===== src/rtl/deemphasis_mc.sv =====
// Multi-channel first-order IIR FM de-emphasis: y += k*(x - y) per channel, one shared
// multiplier stepped across the channels one per clock, selectable 50 us / 75 us / bypass.
module deemphasis_mc #(
  parameter int WIDTH    = 16,
  parameter int CHANNELS = 2,
  parameter int COEF_W   = 16,
  parameter int FRAC     = 8,
  parameter int K50      = 30457,
  parameter int K75      = 22332
) (
  input  logic                      clk,
  input  logic                      reset,
  input  logic [1:0]                mode,
  input  logic                      in_valid,
  output logic                      in_ready,
  input  logic [CHANNELS*WIDTH-1:0] in,
  output logic                      out_valid,
  output logic [CHANNELS*WIDTH-1:0] out
);
  localparam int SW   = WIDTH + FRAC;      // channel state width
  localparam int EW   = SW + 1;            // exact error width
  localparam int PW   = EW + COEF_W + 1;   // full product width
  localparam int CH_W = (CHANNELS > 1) ? $clog2(CHANNELS) : 1;

  localparam logic [CH_W-1:0]      CH_LAST = CH_W'(CHANNELS - 1);
  localparam logic signed [PW-1:0] ONE     = PW'(1);
  localparam logic signed [PW-1:0] S_MAX   = (ONE <<< (SW - 1)) - (ONE <<< FRAC);
  localparam logic signed [PW-1:0] S_MIN   = -(ONE <<< (SW - 1));
  localparam logic [COEF_W-1:0]    K50_C   = COEF_W'(K50);
  localparam logic [COEF_W-1:0]    K75_C   = COEF_W'(K75);

  typedef enum logic [1:0] {IDLE, CALC, DONE} state_t;

  state_t                    state, state_nxt;
  logic [CH_W-1:0]           ch;
  logic [CHANNELS*WIDTH-1:0] in_lat;
  logic [1:0]                mode_lat;
  logic signed [SW-1:0]      st [CHANNELS];

  logic signed [WIDTH-1:0]   x;
  logic signed [SW-1:0]      s_cur, s_new;
  logic [COEF_W-1:0]         k;
  logic signed [EW-1:0]      e;
  logic signed [PW-1:0]      e_x, k_x, p, acc;

  // Shared datapath for the channel selected by ch.
  always_comb begin
    x     = in_lat[ch*WIDTH +: WIDTH];
    s_cur = st[ch];
    k     = mode_lat[0] ? K75_C : K50_C;
    e     = $signed({x[WIDTH-1], x, {FRAC{1'b0}}}) - $signed({s_cur[SW-1], s_cur});
    e_x   = PW'(e);
    k_x   = PW'($signed({1'b0, k}));
    p     = e_x * k_x;
    acc   = PW'(s_cur) + (p >>> COEF_W);
    s_new = acc[SW-1:0];
    if (mode_lat[1])      s_new = {x, {FRAC{1'b0}}};
    else if (acc > S_MAX) s_new = S_MAX[SW-1:0];
    else if (acc < S_MIN) s_new = S_MIN[SW-1:0];
  end

  always_comb begin
    // NOTE: every signal driven here gets a default first, so no path can infer a latch.
    state_nxt = state;
    case (state)
      IDLE:    if (in_valid) state_nxt = CALC;
      CALC:    if (ch == CH_LAST) state_nxt = DONE;
      DONE:    state_nxt = IDLE;
      default: state_nxt = IDLE;
    endcase
  end

  assign in_ready = (state == IDLE);

  // NOTE: sequential state is written with non-blocking assignments only, so every flop
  // samples pre-edge values regardless of block ordering.
  always_ff @(posedge clk) begin
    if (reset) begin
      state     <= IDLE;
      ch        <= '0;
      in_lat    <= '0;
      mode_lat  <= '0;
      out       <= '0;
      out_valid <= 1'b0;
    end else begin
      state     <= state_nxt;
      out_valid <= (state == DONE);
      if (state == IDLE && in_valid) begin
        in_lat   <= in;
        mode_lat <= mode;
        ch       <= '0;
      end
      if (state == CALC) ch <= ch + CH_W'(1);
      if (state == DONE) begin
        for (int i = 0; i < CHANNELS; i++) out[i*WIDTH +: WIDTH] <= st[i][SW-1:FRAC];
      end
    end
  end

  // NOTE: the channel state array is reset on purpose: a restarted filter must begin from
  // silence, so this storage stays in resettable flops rather than a RAM.
  always_ff @(posedge clk) begin
    if (reset) begin
      for (int i = 0; i < CHANNELS; i++) st[i] <= '0;
    end else if (state == CALC) begin
      st[ch] <= s_new;
    end
  end
endmodule


===== config.mk =====
export PLATFORM = sky130hd
export DESIGN_NAME = deemphasis_mc
export DESIGN_NICKNAME = d
export VERILOG_FILES = /design/src/rtl/deemphasis_mc.sv
export SDC_FILE = /design/constraint.sdc
export NUM_CORES = 1
export LEC_CHECK = 0
export CORE_MARGIN = 2
export CORE_UTILIZATION = 63
export CTS_CLUSTER_SIZE = 30
export DETAILED_ROUTE_END_ITERATION = 10
export PLACE_DENSITY = 0.89
export SYNTH_ARGS = -nofsm -noshare
export SYNTH_HDL_FRONTEND = slang
export SYNTH_SLANG_ARGS = --single-unit

===== constraint.sdc =====
create_clock -name clk -period 21.3 [get_ports clk]
set_input_delay 6.39 -clock clk [delete_from_list [all_inputs] [get_ports clk]]
set_output_delay 6.39 -clock clk [all_outputs]
set_load 0.005 [all_outputs]

-- Yosys cells after proc, flatten, opt, wreduce, memory -nomap -nowiden
Memories as Yosys holds them, arrays and structs flattened. A register that Yosys moved wholly into a read port is not among the register bits.
Cells that the tools add are included.
- multipliers: 1
- add/subtract/negate cells: 3
- reductions and logical operators: 5
- order comparisons: 2
- multiplexer cells: 19
- eq/ne operators: 4
- shift operators: 1
- operators by type and width (operator ; count):
    two-way mux 24 bit ; 4
    multiplier 25 x 16 -> 41 bit ; 1
    indexed part select 32 x 6 -> 16 bit ; 1
    adder 24 x 25 -> 26 bit ; 1
    greater-than comparator 26 x 24 -> 1 bit (second input constant) ; 1
    < comparator 26 x 24 -> 1 bit (second input constant) ; 1
    subtractor 24 x 24 -> 25 bit ; 1
    OR reduction 24 bit ; 1
    two-way mux 14 bit ; 1
    two-way mux 1 bit ; 11
    two-way mux 2 bit ; 2
    inequality test 2 bit (second input constant) ; 2
    one-hot mux 2 bit (2 select lines) ; 1
    == test 2 x 1 -> 1 bit (second input constant) ; 1
    == test 2 bit (second input constant) ; 1
    logical NOT 2 bit ; 1
    AND reduction 2 bit ; 1
    nonzero test 2 bit ; 1
    adder 1 bit (second input constant) ; 1
    logical AND 1 bit ; 1
- input port bits: 37
- word-level logic and storage cells: 41
- bits in writable memories: 48
- memories kept: 1
- flip-flop bits (word level): 38
- memories (name ; words ; bits a word ; read ports ; clocked after Yosys merged registers in ; write ports ; line ; source):
    st ; 2 ; 24 ; 3 ; 3 ; 2 ; 38 ; logic signed [SW-1:0] st [CHANNELS];

-- Logic depth before layout (Yosys ltp)
- depth in word-level cells: 9
- gate-level depth with buffers: 49
- mapped depth without buffers: 45

-- Worst setup path before layout
No wires, ideal clock.
- path kind: flip-flop to flip-flop
- start point: register (tool-made name)
- end point: memory st[0][0] (netlist name), data pin
- library setup time: 0.255 ns
- stages on the path, launching flop included: 45
- required time: 21.045 ns
- path slack: 10.025 ns
- path buffers: 4
- arrival: 11.020 ns
- cell sequence: dfxtp_1 buf_6 buf_1 buf_1 mux2i_1 ha_1 and2_1 nand4_1 o31ai_1 a21oi_1 o21bai_2 a21o_1 a21oi_1 xnor2_1 nand2b_1 fa_1 fa_1 inv_1 (+9 left out) or4b_1 a21oi_1 o211ai_1 o21ai_1 a41o_1 o21a_1 nor2_1 xnor2_1 ha_1 nand2_1 o31ai_1 mux2i_1 o311ai_1 nand4bb_1 o311ai_2 o41ai_2 buf_6 and3_1
- RTL lines (element ; line):
    end, declared ; 38

==> results.cfg <==
[floorplan]
die_h_um = 173
floorplan.initialDensity_pct = 64.3
die-area_mm2 = 0.0300
io_pins = 71
num_rows = 61
die_w_um = 173
coreArea_mm2 = 0.0280

[final_layout]
diodes = 0
fin_util_pct = 70.1
area_delta_synth_final_pct = 8.94
design_area_mm2 = 0.0196
layout.nets = 2496
drive_gt1_share_pct = 5.96
fill_cells = 1983

[global_routing]
antenna_found_initial = 0
grt_usage_pct = 31.1
grt_overflow = 0
grt_pass1_vias = 14719
grt_max_degree = 75
grt_pass1_wl_um = 73700

[cts]
clock_path_buffers = 2
clock_latency_ns = 0.41
hold_buffers = 0
cts.sinks = 119
cts_resized = 0
clk_transition_reported_paths_ns = 0.06
cts_made_buffers = 17
htreeDepth = 4
root_buffer = clkbuf_16
cts_tree = built
postCtsSetupBuffers = 0

[routing]
drt-wirelength-per-cell_um = 18.8
vias = 13750
ant_nets = 0
wirelength_um = 44700
dr.pass1.iters = 6
drc = 0
drt_iter0_drc = 1263
via_per_inst = 5.79

[place]
gp_congestion = 0.990
dpl.hpwl_um = 37100
postPlaceCellArea_mm2 = 0.0191
port_buffers = 70

[logic_synthesis]
avgSynthCellArea_um2 = 9.35
synthCells = 1927
syn_area_mm2 = 0.0180
synth_cell_types = 92
synthFlopType = dfxtp_1
async_flop_share_pct = 0
synth_edf_count = 48
synth_warnings = 0
synth-seq-area-share_pct = 15.9
ys_ff_latch = 119

[sta]
period_minus_slack_ns = 12.85
max_slew.worst_pin.slew_ns = 1.25
setup_viol = 0
hold_ws_ns = 0.453
report.final.hold_viol_count = 0
timing.fmax_mhz = 77.8
max-slew-margin-rel_pct = 16.9
finalSetupTns_ns = 0
fin_crit_sh_pct = 60.3
maxSlewViolCount = 0
skew_ns = 0.0106
rsz0062_at_grt = false

[setup_path]
end_kind = flop
crit_fanout = 20
path_class = flop to flop
start_kind = flop
slowest_delay_ns = 0.91
critPathSlowestCell = dfxtp_1
required_ns = 21.55
cp.arrival_ns = 13.10

[job]
max-cap-violations = 0

[min_path]
hp-class = flop to flop

[run_status]
status = finished clean
final timing paths:
path | startpoint | end | slack (ns) | cells past startpoint
max | ch$_SDFFE_PP0N_ | st[1][1]$_SDFFCE_PN0P_ | 8.45 | 40
min | in_lat[24]$_SDFFE_PP0P_ | in_lat[24]$_SDFFE_PP0P_ | 0.45 | 2
max reg2reg | ch$_SDFFE_PP0N_ | st[1][1]$_SDFFCE_PN0P_ | 8.45 | 40
min reg2reg | in_lat[24]$_SDFFE_PP0P_ | in_lat[24]$_SDFFE_PP0P_ | 0.45 | 2
layout make-up:
type                            count  area, um2  share of cell area, %
Tap cell                          378        473                   2.41
Timing Repair Buffer               83        793                   4.04
Inverter                          415       1560                   7.93
Multi-Input combinational cell   1348      13400                   68.2
Sequential cell                   119       2860                   14.6
Clock buffer                       19        464                   2.36
Clock inverter                     13       92.6                  0.472
cells in the final DEF, fill, tap and decap left out, types with 15 or more instances in the layout:
cell type,synthesis,routed
o21ai_0,20,20
nand2_1,189,189
a21o_1,29,29
o21a_1,16,16
mux2i_1,23,23
ha_1,196,196
and2_1,15,15
xor2_1,25,25
nor2_1,78,78
nor3_1,35,35
clkdlybuf4s50_1,0,69
clkbuf_16,0,18
fa_1,279,279
mux2_2,17,17
edfxtp_1,48,48
nand2b_1,19,19
and3_1,25,25
a211oi_1,15,15
a21oi_1,142,142
inv_1,412,412
dfxtp_1,71,70
xnor2_1,46,46
per-stage QoR:
| step | setup WS [ns] | cells |
|---|---|---|
| final | 8.45 | 2375 |
| after global routing | 7.67 | 2375 |
| after CTS | 8.62 | 2375 |
| after detailed placement | 8.70 | 2343 |
| after global placement | 9.03 | 2343 |
| after floorplan | 10.03 | 1932 |
layer usage:
metal | wire, um | GRT usage [%] | part of all wire [%]
met5 | 0 | 0 | 0
met4 | 1750 | 11.6 | 3.9
met3 | 3040 | 5.34 | 6.8
met2 | 23200 | 56.3 | 52
met1 | 16700 | 37.0 | 37
Yosys cell counts, types with 3 or more instances:
cell        n  area [um2]
buf_6       5        56.3
nand2b_1   19         119
or3_1       7        43.8
a21o_1     29         218
ha_1      196        2450
nand3_1    14        70.1
edfxtp_1   48        1440
dfxtp_1    71        1420
nand4_1     6        37.5
xor2_1     25         219
nor2_1     78         293
inv_1     412        1550
o31ai_1     3        22.5
nor3_1     35         175
a21oi_1   142         711
o21bai_1    7        52.6
o211ai_2    3        37.5
a211oi_1   15         113
a21boi_0    4        30.0
a41oi_2     3        48.8
mux2_2     17         191
clkbuf_1   36         135
o21a_1     16         120
buf_1       4        15.0
o21ai_1     8        40.0
nor3b_2     4        50.1
or2_1       4        25.0
a31oi_1     8        50.1
xnor2_1    46         403
o22ai_1     5        31.3
nor2b_1    15        93.8
o211ai_1    8        60.1
nand2_1   189         709
or2_2      10        62.6
buf_2       4        20.0
fa_1      279        5590
a21boi_1    3        22.5
a211oi_2    3        37.5
and3_1     25         156
and2_1     15        93.8
mux2i_1    23         230
o21ai_0    20         100
worst max-delay path: cells and delay by family, from the launching register on:
family | cells | cell delay (ns)
mux | 1 | 0.44
fa+ha+maj | 9 | 4.11
simple gates | 7 | 1.84
compound gates | 14 | 3.49
xor+xnor | 3 | 1.20
buf+inv | 6 | 0.72
flops | 1 | 0.91
sequential cells by signal, indices dropped and copies added, names as in the netlist, named ones only:
register and flops:
st 48, in_lat 32, out 32, mode_lat 2, state 2, ch 1, out_valid 1
kinds of logic (layout without fill, tap and decap cells):
logic type,Yosys count,count (layout),share of synthesized area [%]
buffers and inverters,465,530,9.94
flip-flops,119,119,15.9
other,2,7,0.0417
AND/OR/NAND/NOR,439,439,11.7
XOR/XNOR,74,74,3.78
multiplexers,42,42,2.49
AO/OA/AOI/OAI,311,311,11.5
adder cells (fa/ha/maj),475,475,44.6
Power is left out: the tool's default activity adds up to more than one toggle a clock period on the data nets, which glitch-free logic cannot reach.
==> variant, RTL diff (same flow settings) <==
Reset style: asynchronous (`reset`), changed in 2 clocked blocks.
--- a/src/rtl/deemphasis_mc.sv
+++ b/src/rtl/deemphasis_mc.sv
@@ -74,7 +74,7 @@
 
   // NOTE: sequential state is written with non-blocking assignments only, so every flop
   // samples pre-edge values regardless of block ordering.
-  always_ff @(posedge clk) begin
+  always_ff @(posedge clk or posedge reset) begin
     if (reset) begin
       state     <= IDLE;
       ch        <= '0;
@@ -99,7 +99,7 @@
 
   // NOTE: the channel state array is reset on purpose: a restarted filter must begin from
   // silence, so this storage stays in resettable flops rather than a RAM.
-  always_ff @(posedge clk) begin
+  always_ff @(posedge clk or posedge reset) begin
     if (reset) begin
       for (int i = 0; i < CHANNELS; i++) st[i] <= '0;
     end else if (state == CALC) begin
Check against the original RTL: differs if reset is asserted again (counterexample within 4 cycles, from zero or initial values and one cycle with reset high); with reset held inactive, the same outputs for 4 cycles.
==> variant against the original RTL <==
  * Cell area fell by 0.13%
  * Sequential cell count fell by 1
  * Worst setup slack got worse by 0.31 ns
  * Via count fell by 1.9%
  * Synthesized area fell by 0.44%
  * Highest routed layer unchanged
  * Wire length rose by 3.4%
  * Largest cell class unchanged
  * Critical path depth rose by 1
Power is not shown: default switching activity piles up to over one toggle a cycle in this logic, so the estimate is an artifact.
==> variant: results (changes against the original RTL) <==
Final #Nets -> 2368 (-5.1%)
Commonest cells in the netlist -> inv_1 (413), fa_1 (279), ha_1 (196)
Crit-path slowest cell -> nor2_1
Crit-path max FO -> 54 (+170%)
Layout cells sized above 1 -> 0.0936 (+0.0340)
DP Area -> 19000 sq um (-0.26%)
Slowest Stage Delay on Critical Path -> 0.65 ns (-0.26 ns)
Worst skew pair latency -> 0.43 ns (+0.02 ns)
Global routing usage on met2 -> 0.573 (+0.0101)
Worst Tran Pin Value -> 1.28 ns (+0.0291 ns)
Largest net degree at the start of global routing -> 78 (+4.0%)
Routed vias -> 13489 (-1.9%)
Final Wtd Congestion -> 0.967 (-2.3%)
Cts repair resizes -> 0 (unchanged)
Num CTS Buffers -> 17 (unchanged)
HPWL Detailed -> 37.2 mm (+0.49%)
Top_reg_cell synth -> dfrtp_1
Vias in the first global route -> 14963 (+1.7%)
Drt wl/cell -> 20.6 microns (+9.3%)
Status -> finished, final reports clean
Clock Tree Root -> clkbuf_16
CTS max path bufs -> 2 (unchanged)
Clk_skew -> 0.00916 ns (-0.00147 ns)
DRT iter0 DRCs -> 1157 (-8.4%)
Seq/Total Area, Yosys -> 0.165 (+0.00572)
First-pass GRT wire length -> 76.3 mm (+3.5%)
I/O Buffers -> 70 (unchanged)
Setup Fix Bufs, Post-CTS -> 0 (unchanged)
Top cells by area, synth -> fa_1 (31%), dfrtp_1 (16%), ha_1 (14%), inv_1 (8.6%), mux2_2 (5.1%)
Distinct cells, synth -> 80 (-13%)
GR Util All Layers -> 0.324 (+0.0128)
DRT Pass-1 Iters -> 7 (+1)
M3 GR Usage -> 0.0422 (-0.0112)
GR Util met1 -> 0.391 (+0.0202)
Post-synth ARST share -> 1.00 (+1.00)
## variant: cell types whose count changed in the layout (fill, tap and decap cells not counted), sizes merged, moves of 48 or more
cell / change
nand2: -119
dfrtp: +118
a21oi: -95
dfxtp: -71
mux2: +65
edfxtp: -48
## variant: routing by layer
metal / share of wire / vias to the layer above / wire length, microns
li1: - / 5954 / -
met1: 0.37 / 6718 / 17100
met2: 0.51 / 625 / 23700
met3: 0.058 / 192 / 2670
met4: 0.058 / 0 / 2700
met5: 0 / - / 0
## variant: final cells by class
cell class / instances / area (sq um)
clock buffers: 17 / 425
clock inverters: 15 / 156
inverters: 414 / 1560
well taps: 378 / 473
repair buffers: 78 / 761
fillers: 1941 / 8330
multi-input cells: 1227 / 13300
flip-flops and latches: 118 / 2960
## variant: path summary, 6_finish.rpt
kind | from | end | slack (ns) | cells after the start
max reg2reg | ch | st[6] | 8.13 | 41
min reg2reg | in_lat[6] | in_lat[6] | 0.51 | 1
max in group asynchronous | reset | ch | 13.52 | 3
max | ch | st[6] | 8.13 | 41
min in group asynchronous | reset | in_lat[28] | 6.36 | 2
min | in_lat[6] | in_lat[6] | 0.51 | 1
## variant: worst max-delay path, delay by kind of cell (launching register included)
kind	cells	cell delay, ns
XOR/XNOR	3	0.90
AND/OR/NAND/NOR	8	2.00
adder cells (fa/ha/maj)	9	3.97
multiplexers	1	0.45
flip-flops	1	0.34
AO/OA/AOI/OAI	16	4.24
buffers and inverters	4	0.99
## variant: logic make-up (layout without fill, tap and decap cells)
family	count (synthesis)	in the layout	share of synthesized area
adders and majority gates	475	475	0.448
buffers and inverters	457	524	0.0966
and+or+nand+nor	287	287	0.0799
AOI/OAI and AO/OA	272	272	0.107
DFF	118	118	0.165
muxes	105	105	0.0643
xor gates and xnor gates	81	81	0.0395
other	2	7	0.000419
## variant: metrics by stage
stage          hold WS (ns)  utilization  std cells  setup WS, ns
3_3_place_gp          0.485        0.681       2215          8.93
2_1_floorplan         0.467            -       1802          9.47
6_report              0.507        0.702       2247          8.13
4_1_cts               0.509        0.702       2247          8.36
5_1_grt               0.528        0.702       2247          7.49
3_5_place_dp          0.493        0.681       2215          8.49
